==> src/rtl/uart_frame_rx.sv <==
// rtl/uart_frame_rx.sv - UART command framer: sync hunt, frame assembly, ACK/NAK response, error count
//
// Consumes bytes from the uart receiver, hunts for SYNC_BYTE, then assembles
// OPCODE, LEN, LEN payload bytes and a check byte. A good frame is presented
// on the CMD_* valid/ready interface and answered with ACK_BYTE; a bad check
// byte or an oversize LEN is answered with NAK_BYTE. Inter-byte silence of
// TIMEOUT_CYCLES drops the frame without a response. NAKs and timeouts bump
// a saturating ERR_COUNT.
//
// Build option: define UART_FRAME_CRC8_EN to use a CRC-8 (poly 0x07, init 0,
// MSB-first, no final XOR) check byte instead of the XOR checksum.
//
// Ports:
//   CLK, RST              clock, asynchronous active-high reset
//   RX_DONE, RX_BUFFER    received byte strobe and data from uart
//   RX_TRIGGER            receive enable to uart (framer accepting bytes)
//   TX_DONE               uart finished sending the response byte
//   TX_TRIGGER, TX_BUFFER one-cycle send strobe and response byte
//   CMD_VALID, CMD_READY  command handshake to the tester core
//   CMD_OPCODE, CMD_LEN   command opcode and payload byte count
//   CMD_PAYLOAD           payload, byte i at [8i+7:8i], unused bytes zero
//   ERR_COUNT             saturating NAK/timeout counter

module uart_frame_rx #(
    parameter int         MAX_PAYLOAD    = 8,
    parameter logic [7:0] SYNC_BYTE      = 8'hA5,
    parameter logic [7:0] ACK_BYTE       = 8'h06,
    parameter logic [7:0] NAK_BYTE       = 8'h15,
    parameter int         TIMEOUT_CYCLES = 2_000_000
) (
    input  logic                     CLK,
    input  logic                     RST,
    input  logic                     RX_DONE,
    input  logic [7:0]               RX_BUFFER,
    output logic                     RX_TRIGGER,
    input  logic                     TX_DONE,
    output logic                     TX_TRIGGER,
    output logic [7:0]               TX_BUFFER,
    output logic                     CMD_VALID,
    input  logic                     CMD_READY,
    output logic [7:0]               CMD_OPCODE,
    output logic [3:0]               CMD_LEN,
    output logic [8*MAX_PAYLOAD-1:0] CMD_PAYLOAD,
    output logic [7:0]               ERR_COUNT
);

    localparam int TW = $clog2(TIMEOUT_CYCLES + 1);
    localparam int PW = 8 * MAX_PAYLOAD;

    typedef enum logic [2:0] {
        S_IDLE,
        S_OPC,
        S_LEN,
        S_PAY,
        S_CHK,
        S_RESP,
        S_HOLD
    } state_t;

    // Fold one byte into the running check value.
    function automatic logic [7:0] acc_update(input logic [7:0] acc, input logic [7:0] b);
`ifdef UART_FRAME_CRC8_EN
        logic [7:0] c;
        c = acc ^ b;
        for (int i = 0; i < 8; i++) begin
            c = c[7] ? ((c << 1) ^ 8'h07) : (c << 1);
        end
        return c;
`else
        return acc ^ b;
`endif
    endfunction

    state_t          state_q, state_d;
    logic [7:0]      acc_q, acc_d;
    logic [TW-1:0]   tmo_q, tmo_d;
    logic [3:0]      idx_q, idx_d;
    logic [7:0]      opcode_q, opcode_d;
    logic [3:0]      len_q, len_d;
    logic [PW-1:0]   payload_q, payload_d;
    logic            cmd_valid_q, cmd_valid_d;
    logic [7:0]      tx_buf_q, tx_buf_d;
    logic            tx_trig_q, tx_trig_d;
    logic [7:0]      err_q, err_d;
    logic            rx_trigger_q, rx_trigger_d;

    logic            rx_ok;
    logic            handshake;
    logic            counting;
    logic            timeout;
    logic            resp_go;
    logic            resp_nak;
    logic            err_inc;

    always_comb begin
        state_d      = state_q;
        acc_d        = acc_q;
        tmo_d        = '0;
        idx_d        = idx_q;
        opcode_d     = opcode_q;
        len_d        = len_q;
        payload_d    = payload_q;
        cmd_valid_d  = cmd_valid_q;
        tx_buf_d     = tx_buf_q;
        tx_trig_d    = 1'b0;
        err_d        = err_q;
        rx_trigger_d = 1'b0;
        resp_go      = 1'b0;
        resp_nak     = 1'b0;
        err_inc      = 1'b0;

        // Bytes are only taken while the uart has been told we are listening;
        // the registered enable is what the uart actually sees.
        rx_ok     = RX_DONE && rx_trigger_q;
        handshake = cmd_valid_q && CMD_READY;
        if (handshake) begin
            cmd_valid_d = 1'b0;
        end

        counting = (state_q == S_OPC) || (state_q == S_LEN) ||
                   (state_q == S_PAY) || (state_q == S_CHK);
        if (counting && !rx_ok) begin
            tmo_d = tmo_q + 1'b1;
        end
        // A byte arriving on the expiry cycle wins over the timeout.
        timeout = counting && !rx_ok && (tmo_q == TW'(TIMEOUT_CYCLES - 1));

        case (state_q)
            S_IDLE: begin
                if (rx_ok && (RX_BUFFER == SYNC_BYTE)) begin
                    state_d   = S_OPC;
                    payload_d = '0;
                    acc_d     = 8'h00;
                end
            end
            S_OPC: begin
                if (rx_ok) begin
                    opcode_d = RX_BUFFER;
                    acc_d    = acc_update(acc_q, RX_BUFFER);
                    state_d  = S_LEN;
                end
            end
            S_LEN: begin
                if (rx_ok) begin
                    acc_d = acc_update(acc_q, RX_BUFFER);
                    if (RX_BUFFER > 8'(MAX_PAYLOAD)) begin
                        resp_go  = 1'b1;
                        resp_nak = 1'b1;
                    end else begin
                        len_d   = RX_BUFFER[3:0];
                        idx_d   = 4'd0;
                        state_d = (RX_BUFFER == 8'h00) ? S_CHK : S_PAY;
                    end
                end
            end
            S_PAY: begin
                if (rx_ok) begin
                    for (int i = 0; i < MAX_PAYLOAD; i++) begin
                        if (idx_q == 4'(i)) begin
                            payload_d[8*i +: 8] = RX_BUFFER;
                        end
                    end
                    acc_d = acc_update(acc_q, RX_BUFFER);
                    idx_d = idx_q + 4'd1;
                    if ((idx_q + 4'd1) == len_q) begin
                        state_d = S_CHK;
                    end
                end
            end
            S_CHK: begin
                if (rx_ok) begin
                    resp_go = 1'b1;
                    if (RX_BUFFER == acc_q) begin
                        cmd_valid_d = 1'b1;
                    end else begin
                        resp_nak = 1'b1;
                    end
                end
            end
            S_RESP: begin
                // A NAK never has a command pending, so the post-handshake
                // valid alone decides between HOLD and IDLE.
                if (TX_DONE) begin
                    state_d = cmd_valid_d ? S_HOLD : S_IDLE;
                end
            end
            S_HOLD: begin
                if (handshake) begin
                    state_d = S_IDLE;
                end
            end
            default: begin
                state_d = S_IDLE;
            end
        endcase

        if (timeout) begin
            state_d = S_IDLE;
            err_inc = 1'b1;
        end

        if (resp_go) begin
            state_d   = S_RESP;
            tx_trig_d = 1'b1;
            tx_buf_d  = resp_nak ? NAK_BYTE : ACK_BYTE;
            if (resp_nak) begin
                err_inc = 1'b1;
            end
        end

        if (err_inc && (err_q != 8'hFF)) begin
            err_d = err_q + 8'd1;
        end

        rx_trigger_d = (state_d == S_IDLE) || (state_d == S_OPC) ||
                       (state_d == S_LEN)  || (state_d == S_PAY) ||
                       (state_d == S_CHK);
    end

    always_ff @(posedge CLK or posedge RST) begin
        if (RST) begin
            state_q      <= S_IDLE;
            acc_q        <= 8'h00;
            tmo_q        <= '0;
            idx_q        <= 4'd0;
            opcode_q     <= 8'h00;
            len_q        <= 4'd0;
            payload_q    <= '0;
            cmd_valid_q  <= 1'b0;
            tx_buf_q     <= 8'h00;
            tx_trig_q    <= 1'b0;
            err_q        <= 8'h00;
            rx_trigger_q <= 1'b0;
        end else begin
            state_q      <= state_d;
            acc_q        <= acc_d;
            tmo_q        <= tmo_d;
            idx_q        <= idx_d;
            opcode_q     <= opcode_d;
            len_q        <= len_d;
            payload_q    <= payload_d;
            cmd_valid_q  <= cmd_valid_d;
            tx_buf_q     <= tx_buf_d;
            tx_trig_q    <= tx_trig_d;
            err_q        <= err_d;
            rx_trigger_q <= rx_trigger_d;
        end
    end

    assign RX_TRIGGER  = rx_trigger_q;
    assign TX_TRIGGER  = tx_trig_q;
    assign TX_BUFFER   = tx_buf_q;
    assign CMD_VALID   = cmd_valid_q;
    assign CMD_OPCODE  = opcode_q;
    assign CMD_LEN     = len_q;
    assign CMD_PAYLOAD = payload_q;
    assign ERR_COUNT   = err_q;

endmodule

==> config.mk <==
export PLATFORM = sky130hd
export DESIGN_NAME = uart_frame_rx
export DESIGN_NICKNAME = d
export VERILOG_FILES = /design/src/rtl/uart_frame_rx.sv
export SDC_FILE = /design/constraint.sdc
export NUM_CORES = 1
export LEC_CHECK = 0
export ABC_CLOCK_PERIOD_IN_PS = 11800
export CORE_MARGIN = 4
export CORE_UTILIZATION = 58
export CTS_BUF_LIST = sky130_fd_sc_hd__clkbuf_8
export CTS_CLUSTER_DIAMETER = 100
export DETAILED_ROUTE_END_ITERATION = 16
export HOLD_SLACK_MARGIN = 0.03
export PLACE_DENSITY_LB_ADDON = 0.15
export SLEW_MARGIN = 15
export SYNTH_ARGS = -nofsm -noshare
export SYNTH_HDL_FRONTEND = slang
export SYNTH_SLANG_ARGS = --single-unit
==> constraint.sdc <==
create_clock -name CLK -period 11.8 [get_ports CLK]
set_input_delay 1.18 -clock CLK [delete_from_list [all_inputs] [get_ports CLK]]
set_output_delay 1.18 -clock CLK [all_outputs]
set_load 0.05 [all_outputs]
==> impl_metrics.yaml, run 1 <==
placement:
  io_buffer_count: 103
  dpl_worst_slack_ps: 7720
  gp_congestion: 0.840
  place_area_mm2: 0.00676
  dp.final_hpwl_um: 9200
global_routing:
  via_count_of_the_first_global_routing_pass: 4462
  grt_overflow_total: 0
  grt_start_max_net_pins: 91
  grt_pass1_wl_um: 22300
  global_route.usage.total_pct: 24.7
  initial_antenna_violation_count: 0
clocking:
  postCtsSetupRepairBufs: 0
  clkTransAtPathRegs_ps: 70
  cts.sink_count: 126
  cts_tree: "built"
  cts_resized: 0
  root_buffer: "clkbuf_8"
  hold_buffers: 0
  clock_insertion_delay_worst_skew_ps: 430
  clock_tree_buf_depth: 2
  clock_tree.htree_level_count: 4
  cts_made_buffers: 17
drt:
  dr_wl_met3_um: 847
  route.vias.total: 4337
  wl_met1_um: 6040
  route.detailed.drc: 0
  wl_met2_um: 6450
  drt-total-wl_um: 13400
  vias_per_cell: 5.70
  route.antenna.remaining_nets: 0
  route.detailed.wl_per_inst_um: 17.7
  route.top_layer_used: "met4"
  detail_route.iter0.violations: 277
  dr.pass1.iters: 5
pwr:
  share_comb_of_total_power_pct: 50.2
  p_clk_share_pct: 17.8
  sw_share_pct: 46.9
  cellInternalPower_mw: 1.19
  power.switching_mw: 1.05
  vdd_drop_max_mv: 0.196
  seq_power_share_pct: 32.0
  total_leakage_power_nw: 3.05
  power_per_cell_area_mw_per_mm2: 311
yosys:
  ys_top_cells_by_area: "dfrtp_1 56%, o2bb2ai_1 8.6%, nand2_1 4.9%"
  synth_top_family_by_area: "compound AO/OA/AOI/OAI gates"
  async_flop_share_pct: 100
  synth.distinct_cells: 55
  synth_top_cell_by_area: "dfrtp_1"
  post_synthesis_share_of_cell_area_spent_on_full_adders_half_adders_and_majority_gates_pct: 1.32
  synth-compound-area-share_pct: 16.0
  yosys.area_share.simple_pct: 15.3
  synth-warning-count: 0
  synth_largest_type_area_fraction_pct: 55.5
  synth_sequential_area_ratio_pct: 55.5
  synthMuxAreaShare_pct: 2.78
  synth_top_flop_cell: "dfrtp_1"
  syn-mean-instance-area_um2: 11.0
  synthesis.area_mm2: 0.00568
  yosys.area_share.xor_xnor_pct: 6.02
  synth_enable_flop_cells: 0
  syn-instance-count: 517
  postSynthRegisterBits: 126
layout:
  num-fill-cells: 646
  area_growth_syn_to_layout_pct: 26.7
  final_common_cell: "dfrtp_1"
  postLayoutCellArea_mm2: 0.00719
  final_layout_size_suffix_gt1_share_pct: 10.8
  most_frequent_cells_in_the_layout: "126 x dfrtp_1, 103 x clkdlybuf4s50_1, 74 x nand2_1"
  layout.nets: 638
  antennaDiodeCount: 0
  finalCoreUtilization_pct: 76.7
floorplan:
  pin_count: 108
  die-area_mm2: 0.0114
  die_height_um: 107
  initial_core_util_pct: 60.6
  core-area_mm2: 0.00937
  floorplan.die.width_um: 107
  rows: 35
critical_path:
  worstRegToRegCells: 6
  regToRegEndpoint: "ERR_COUNT[5]"
  register_to_register_setup_slack_ps: 8950
  reg2reg_from: "RX_TRIGGER"
  endpoint_kind: "flip-flop"
  start_kind: "input port"
  worstPathArrival_ps: 4000
  crit_path_max_fanout: 23
  crit_required_ps: 12150
  setup.worst_path.class: "input port to flip-flop"
min_path:
  hp-start: "TX_BUFFER[2]"
  worstHoldPathCells: 1
  worst_hold_path_type: "flip-flop to flip-flop"
  whs_endpoint: "TX_BUFFER[2]"
timing:
  setup_failing_eps_final: 0
  final.period_utilization_pct: 31.0
  finalClockSkew_ps: 13.2
  maxSlewViolCount: 0
  setup_slack_ps: 8140
  achievable-frequency_mhz: 274
  rsz0062_at_grt: "no"
  final-hold-violation-count: 0
  min_period_ps: 3660
  max_slew_margin_pct: 30.2
  timing_worst_slew_pin_value_ps: 1040
  setup-tns-final_ps: 0
status:
  status: "completed"
job:
  maxCapViolCount: 0
==> how the worst max path moves through the flow <==
stage	from	to	slack (ps)
after floorplan	RST	CMD_LEN[0]	7260
after global placement	RX_DONE	ERR_COUNT[7]	7830
after detailed placement	RX_DONE	ERR_COUNT[5]	7720
after CTS	RX_DONE	ERR_COUNT[5]	8170
after global routing	RX_DONE	ERR_COUNT[5]	7840
final	RX_DONE	ERR_COUNT[5]	8140
==> Yosys cell counts (9+ instances only) <==
library cell and instances:
nand4_1 9, xor2_1 29, o2bb2ai_1 56, nand2_1 74, xnor2_1 10, o21ai_2 9
o21ai_0 23, mux2_2 12, nor2_1 41, nand3_1 14, dfrtp_1 126, clkbuf_1 13
==> through the flow <==
stage               hold slack [ps]  power [mW]  cells
floorplan                       470        1.48    520
global placement                454        1.82    729
detailed placement              462        1.84    729
CTS                             479        2.25    761
global route                    495        2.35    761
finish                          477        2.24    761
==> state kept, by name, indices dropped and copies added, names as in the netlist <==
name         count
idx_q            4
TX_BUFFER        3
CMD_PAYLOAD     64
RX_TRIGGER       1
CMD_OPCODE       8
tmo_q           21
ERR_COUNT        8
acc_q            8
TX_TRIGGER       1
CMD_LEN          4
state_q          3
CMD_VALID        1
==> critical path, stage by stage <==
cell and delay [ps]:
clkdlybuf4s50_1 430, nand2_1 360, nand3_1 700, o32ai_1 730
o21ai_2 200, nor3_1 260, xnor2_1 140
==> cell type report <==
class	instances	area, um2	share of cell area (%)
clock buffers	18	248	3.45
clock inverters	14	184	2.56
inverters	8	32.5	0.452
multi-input cells	362	2370	33.0
flip-flops and latches	126	3150	43.8
well taps	129	161	2.24
repair buffers	104	1040	14.5
==> power groups by stage <==
stage / Sequential (mW) / Combinational, mW / Clock (mW)
after global routing: 0.737 / 1.18 / 0.424
after global placement: 0.715 / 1.11 / 0
after detailed placement: 0.719 / 1.13 / 0
after floorplan: 1.16 / 0.318 / 0
after CTS: 0.715 / 1.13 / 0.403
final: 0.717 / 1.12 / 0.398
==> layer usage <==
| metal | global-route usage, % | up-vias |
|---|---|---|
| met2 | 39.1 | 152 |
| met1 | 33.8 | 2125 |
| met4 | 6.48 | 0 |
| met5 | 0 | - |
| met3 | 6.92 | 8 |
| li1 | - | 2052 |
==> logic make-up after synthesis <==
group | Yosys count
AO/OA/AOI/OAI | 116
XOR/XNOR | 39
adder cells (fa/ha/maj) | 6
buffers and inverters | 32
flip-flops | 126
multiplexers | 14
other | 1
AND/OR/NAND/NOR | 183
Power figures use the tool's default switching activity.
==> run 2, diff against run 1 <==
--- a/config.mk
+++ b/config.mk
@@ -5,9 +5,9 @@
 export SDC_FILE = /design/constraint.sdc
 export NUM_CORES = 1
 export LEC_CHECK = 0
-export ABC_CLOCK_PERIOD_IN_PS = 11800
+export ABC_CLOCK_PERIOD_IN_PS = 3000
 export CORE_MARGIN = 4
-export CORE_UTILIZATION = 58
+export CORE_UTILIZATION = 49
 export CTS_BUF_LIST = sky130_fd_sc_hd__clkbuf_8
 export CTS_CLUSTER_DIAMETER = 100
 export DETAILED_ROUTE_END_ITERATION = 16
==> constraint.sdc (replaced) <==
create_clock -name CLK -period 3 [get_ports CLK]
set_input_delay 0.3 -clock CLK [delete_from_list [all_inputs] [get_ports CLK]]
set_output_delay 0.3 -clock CLK [all_outputs]
set_load 0.05 [all_outputs]
==> run 2 against run 1 <==
Against the previous run:
- critical path depth is 2 lower
- first-iteration DRC count up 5.8%
- global-route usage decreased by 2.0 points
- via count increased by 1.5%
- cell count grew 2.8%
- non-clock buffer count increased by 7
- clock skew down 3.1 ps
- clock-buffer cell count up 3
- wire length up 4.9%
- flip-flop and latch count unchanged
- critical path type is now flip-flop to flip-flop
- largest cell class unchanged
- highest routed layer unchanged
==> impl_metrics.yaml, run 2 (synthesis results as in run 1) <==
status:
  status: "completed"
drt:
  route.vias.total: 4400
  drt-total-wl_um: 14100
  vias_per_cell: 5.63
  dr.pass1.iters: 4
  detail_route.iter0.violations: 293
  route.detailed.wl_per_inst_um: 18.0
  route.antenna.remaining_nets: 0
  route.detailed.drc: 0
job:
  maxCapViolCount: 0
global_routing:
  grt_start_max_net_pins: 54
  via_count_of_the_first_global_routing_pass: 4489
  grt_overflow_total: 0
  global_route.usage.total_pct: 22.7
  grt_pass1_wl_um: 23300
  initial_antenna_violation_count: 0
layout:
  final_common_cell: "dfrtp_1"
  most_frequent_cells_in_the_layout: "126 x dfrtp_1, 103 x clkdlybuf4s50_1, 74 x nand2_1"
  layout.nets: 645
  largest_register_ff_count: 64
  final_layout_size_suffix_gt1_share_pct: 11.7
  antennaDiodeCount: 0
  area_growth_syn_to_layout_pct: 28.6
  finalCoreUtilization_pct: 64.2
clocking:
  clkTransAtPathRegs_ps: 70
  clock_insertion_delay_worst_skew_ps: 440
  hold_buffers: 0
  cts_made_buffers: 17
  clock_tree_buf_depth: 2
  root_buffer: "clkbuf_8"
  clock_tree.htree_level_count: 4
  cts.sink_count: 126
  cts_resized: 0
  cts_tree: "built"
  postCtsSetupRepairBufs: 0
critical_path:
  endpoint_kind: "flip-flop"
  worstPathArrival_ps: 2710
  crit_required_ps: 3300
  setup.worst_path.class: "flip-flop to flip-flop"
  crit_path_max_fanout: 13
  start_kind: "flip-flop"
pwr:
  seq_power_share_pct: 31.6
  total_leakage_power_nw: 3.11
  sw_share_pct: 46.0
  power.switching_mw: 4.11
  cellInternalPower_mw: 4.84
  share_comb_of_total_power_pct: 49.9
  vdd_drop_max_mv: 0.910
  total_power_mw: 8.95
  power_per_cell_area_mw_per_mm2: 1230
  p_clk_share_pct: 18.5
timing:
  setup-tns-final_ps: 0
  timing_worst_slew_pin_value_ps: 908
  finalClockSkew_ps: 10.2
  final-hold-violation-count: 0
  max_slew_margin_pct: 39.3
  setup_failing_eps_final: 0
  achievable-frequency_mhz: 416
  final.period_utilization_pct: 80.1
  min_period_ps: 2400
  maxSlewViolCount: 0
  rsz0062_at_grt: "no"
floorplan:
  initial_core_util_pct: 49.9
  die-area_mm2: 0.0134
  die_height_um: 116
  pin_count: 108
  floorplan.die.width_um: 116
  rows: 39
  core-area_mm2: 0.0114
placement:
  io_buffer_count: 103
  gp_congestion: 0.854
  dp.final_hpwl_um: 9610
min_path:
  worst_hold_path_type: "input port to asynchronous set/reset pin"
## run 2: cell count changes in the layout (fill, tap and decap cells not counted), sizes merged
| cell | before | now |
|---|---|---|
| buf | 1 | 8 |
| bufinv | 3 | 4 |
| clkbuf | 18 | 21 |
| clkinvlp | 1 | 2 |
| inv | 12 | 7 |
## run 2: area by class of cell
| class | count | area (um2) |
|---|---|---|
| Clock inverter | 11 | 161 |
| Tap cell | 143 | 179 |
| Multi-Input combinational cell | 362 | 2370 |
| Inverter | 8 | 33.8 |
| Timing Repair Buffer | 111 | 1120 |
| Fill cell | 912 | 4070 |
| Sequential cell | 126 | 3150 |
| Clock buffer | 21 | 289 |
## run 2: worst paths after layout
kind / from / depth (start not counted) / endpoint / slack, ps
max: state_q[2] / 5 / CMD_PAYLOAD[30] / 600
min: RST / 2 / CMD_PAYLOAD[37] / 400
min in group CLK: TX_BUFFER[2] / 1 / TX_BUFFER[2] / 480
min reg2reg: TX_BUFFER[2] / 1 / TX_BUFFER[2] / 480
max reg2reg: state_q[2] / 5 / CMD_PAYLOAD[30] / 600
max in group asynchronous: RST / 3 / CMD_PAYLOAD[63] / 1850
## run 2: critical path, cell delays in order, from the launching register on
cell and delay, ps:
dfrtp_1 510, or3_4 470, or3_4 410, a21oi_2 370, nand2_1 300, o2bb2ai_1 210
## run 2: power by group through the flow
stage	combinational, mW	sequential [mW]	clock [mW]
2_1_floorplan	1.25	4.56	0
3_3_place_gp	4.41	2.83	0
3_5_place_dp	4.48	2.84	0
4_1_cts	4.49	2.83	1.69
5_1_grt	4.71	2.92	1.77
6_report	4.46	2.83	1.66
## run 2: per-layer routing
| layer | part of all wire [%] | vias up | routed length, um | track usage [%] |
|---|---|---|---|---|
| met1 | 45 | 2197 | 6310 | 31.5 |
| li1 | - | 2050 | - | - |
| met4 | 1.4 | 0 | 193 | 7.58 |
| met5 | 0 | - | 0 | 0 |
| met2 | 47 | 130 | 6640 | 34.2 |
| met3 | 6.7 | 23 | 940 | 7.00 |
## run 2: stage by stage
step / cells / setup slack [ps] / cell area [um2] / hold slack, ps
after floorplan: 520 / 920 / 5690 / 470
after global placement: 750 / 266 / 6850 / 458
after detailed placement: 750 / 212 / 6850 / 470
after CTS: 782 / 563 / 7300 / 398
after global routing: 782 / 479 / 7300 / 448
final: 782 / 596 / 7300 / 396
==> run 3, diff against run 2 <==
--- a/config.mk
+++ b/config.mk
@@ -5,7 +5,7 @@
 export SDC_FILE = /design/constraint.sdc
 export NUM_CORES = 1
 export LEC_CHECK = 0
-export ABC_CLOCK_PERIOD_IN_PS = 3000
+export ABC_CLOCK_PERIOD_IN_PS = 2150
 export CORE_MARGIN = 4
 export CORE_UTILIZATION = 49
 export CTS_BUF_LIST = sky130_fd_sc_hd__clkbuf_8
==> constraint.sdc (replaced) <==
create_clock -name CLK -period 2.15 [get_ports CLK]
set_input_delay 0.215 -clock CLK [delete_from_list [all_inputs] [get_ports CLK]]
set_output_delay 0.215 -clock CLK [all_outputs]
set_load 0.05 [all_outputs]
==> run 3 against run 2 <==
Against the previous run:
- critical path depth rose by 1
- wire length fell by 0.54%
- critical endpoint is now CMD_PAYLOAD[46]
- largest power group unchanged
- die area did not move
- combinational power rose by 45%
==> impl_metrics.yaml, run 3 (synthesis results as in run 1) <==
global_routing:
  initial_antenna_violation_count: 0
  grt_start_max_net_pins: 88
  grt_overflow_total: 0
  grt_pass1_wl_um: 22900
  via_count_of_the_first_global_routing_pass: 4520
  global_route.usage.total_pct: 22.3
clocking:
  cts.sink_count: 126
  clock_tree.htree_level_count: 4
  root_buffer: "clkbuf_8"
  clock_tree_buf_depth: 2
  cts_tree: "built"
  hold_buffers: 0
  clock_insertion_delay_worst_skew_ps: 450
  cts_made_buffers: 17
  clkTransAtPathRegs_ps: 70
layout:
  layout.nets: 683
  largest_register_ff_count: 64
  finalCoreUtilization_pct: 66.1
  most_frequent_cells_in_the_layout: "126 x dfrtp_1, 103 x clkdlybuf4s50_1, 74 x nand2_1"
  num-fill-cells: 947
  multiInputGateArea_mm2: 0.00241
  antennaDiodeCount: 0
  regArea_mm2: 0.00315
  area_growth_syn_to_layout_pct: 32.4
  final_layout_size_suffix_gt1_share_pct: 15.9
  final_common_cell: "dfrtp_1"
placement:
  dp.final_hpwl_um: 9790
  gp_congestion: 0.826
  io_buffer_count: 103
pwr:
  cellInternalPower_mw: 6.47
  sw_share_pct: 46.9
  vdd_drop_max_mv: 1.05
  power.switching_mw: 5.70
  power_per_cell_area_mw_per_mm2: 1620
  total_leakage_power_nw: 3.27
  share_comb_of_total_power_pct: 53.2
  p_clk_share_pct: 14.9
  seq_power_share_pct: 31.9
timing:
  finalClockSkew_ps: 11.6
  max_slew_margin_pct: 62.8
  setup_failing_eps_final: 0
  achievable-frequency_mhz: 490
  rsz0062_at_grt: "no"
  timing_worst_slew_pin_value_ps: 557
  hold-worst-slack_ps: 266
  setup-tns-final_ps: 0
  final.period_utilization_pct: 94.9
  min_period_ps: 2040
  final-hold-violation-count: 0
  maxSlewViolCount: 0
job:
  maxCapViolCount: 0
drt:
  drt-total-wl_um: 14000
  detail_route.iter0.violations: 365
  route.detailed.drc: 0
  route.detailed.wl_per_inst_um: 17.1
  vias_per_cell: 5.53
  route.antenna.remaining_nets: 0
  dr.pass1.iters: 5
  route.vias.total: 4516
floorplan:
  die-area_mm2: 0.0134
  die_height_um: 116
  floorplan.die.width_um: 116
  initial_core_util_pct: 49.9
  core-area_mm2: 0.0114
  rows: 39
  pin_count: 108
critical_path:
  worstPathArrival_ps: 2360
  endpoint_kind: "flip-flop"
  start_kind: "flip-flop"
  setup.worst_path.class: "flip-flop to flip-flop"
  crit_path_max_fanout: 8
  crit_required_ps: 2470
min_path:
  worst_hold_path_type: "input port to asynchronous set/reset pin"
status:
  status: "completed"
## run 3: cell types whose count changed in the layout (fill, tap and decap cells not counted), sizes merged
cell and change:
buf +38, inv +8, clkinv -6, bufinv -3
clkbuf -1, clkinvlp -1
## run 3: layout make-up
cell class | instances | share of cell area (%)
flip-flops and latches | 126 | 42.0
multi-input cells | 362 | 32.1
repair buffers | 149 | 18.7
clock buffers | 20 | 3.66
well taps | 143 | 2.38
clock inverters | 9 | 0.799
inverters | 8 | 0.450
## run 3: final timing paths
path | startpoint | endpoint | slack, ps | depth (start not counted)
max | state_q[2] | CMD_PAYLOAD[46] | 110 | 6
min | RST | tmo_q[12] | 270 | 3
max reg2reg | state_q[2] | CMD_PAYLOAD[46] | 110 | 6
min reg2reg | CMD_PAYLOAD[40] | CMD_PAYLOAD[40] | 490 | 1
max in group asynchronous | RST | CMD_PAYLOAD[17] | 1520 | 3
min in group CLK | RX_BUFFER[6] | CMD_OPCODE[6] | 490 | 2
## run 3: through the flow
step	area, um2	setup slack (ps)	power (mW)	cells
after floorplan	5690	69.6	8.10	520
after global placement	7140	-193	10.3	788
after detailed placement	7140	-220	10.4	788
after CTS	7470	49.9	12.2	817
after global routing	7510	6.66	12.8	817
final	7510	110	12.2	817
## run 3: critical path: stages, from the launching register on
cell,delay [ps]
dfrtp_1,380
or3_4,400
or3_4,410
a21oi_2,150
buf_4,160
nand2_1,190
o2bb2ai_1,200
## run 3: timing repair
item	4_1_cts	5_1_grt
setup buffers	0	0
endpoints found under the setup margin	0	8
resized for setup	0	6
## run 3: power by group through the flow
stage               Sequential (mW)  Clock [mW]  Combinational, mW
CTS                            3.88        1.85               6.49
finish                         3.88        1.81               6.48
global placement               3.89           0               6.38
global route                   4.00        1.95               6.82
detailed placement             3.90           0               6.47
floorplan                      6.36           0               1.74
## run 3: metal layers
layer	routed length [um]	track usage, %	vias to the layer above
li1	-	-	2135
met1	6190	30.7	2226
met2	6630	33.8	142
met3	1060	7.99	13
met4	123	6.03	0
met5	0	0	-
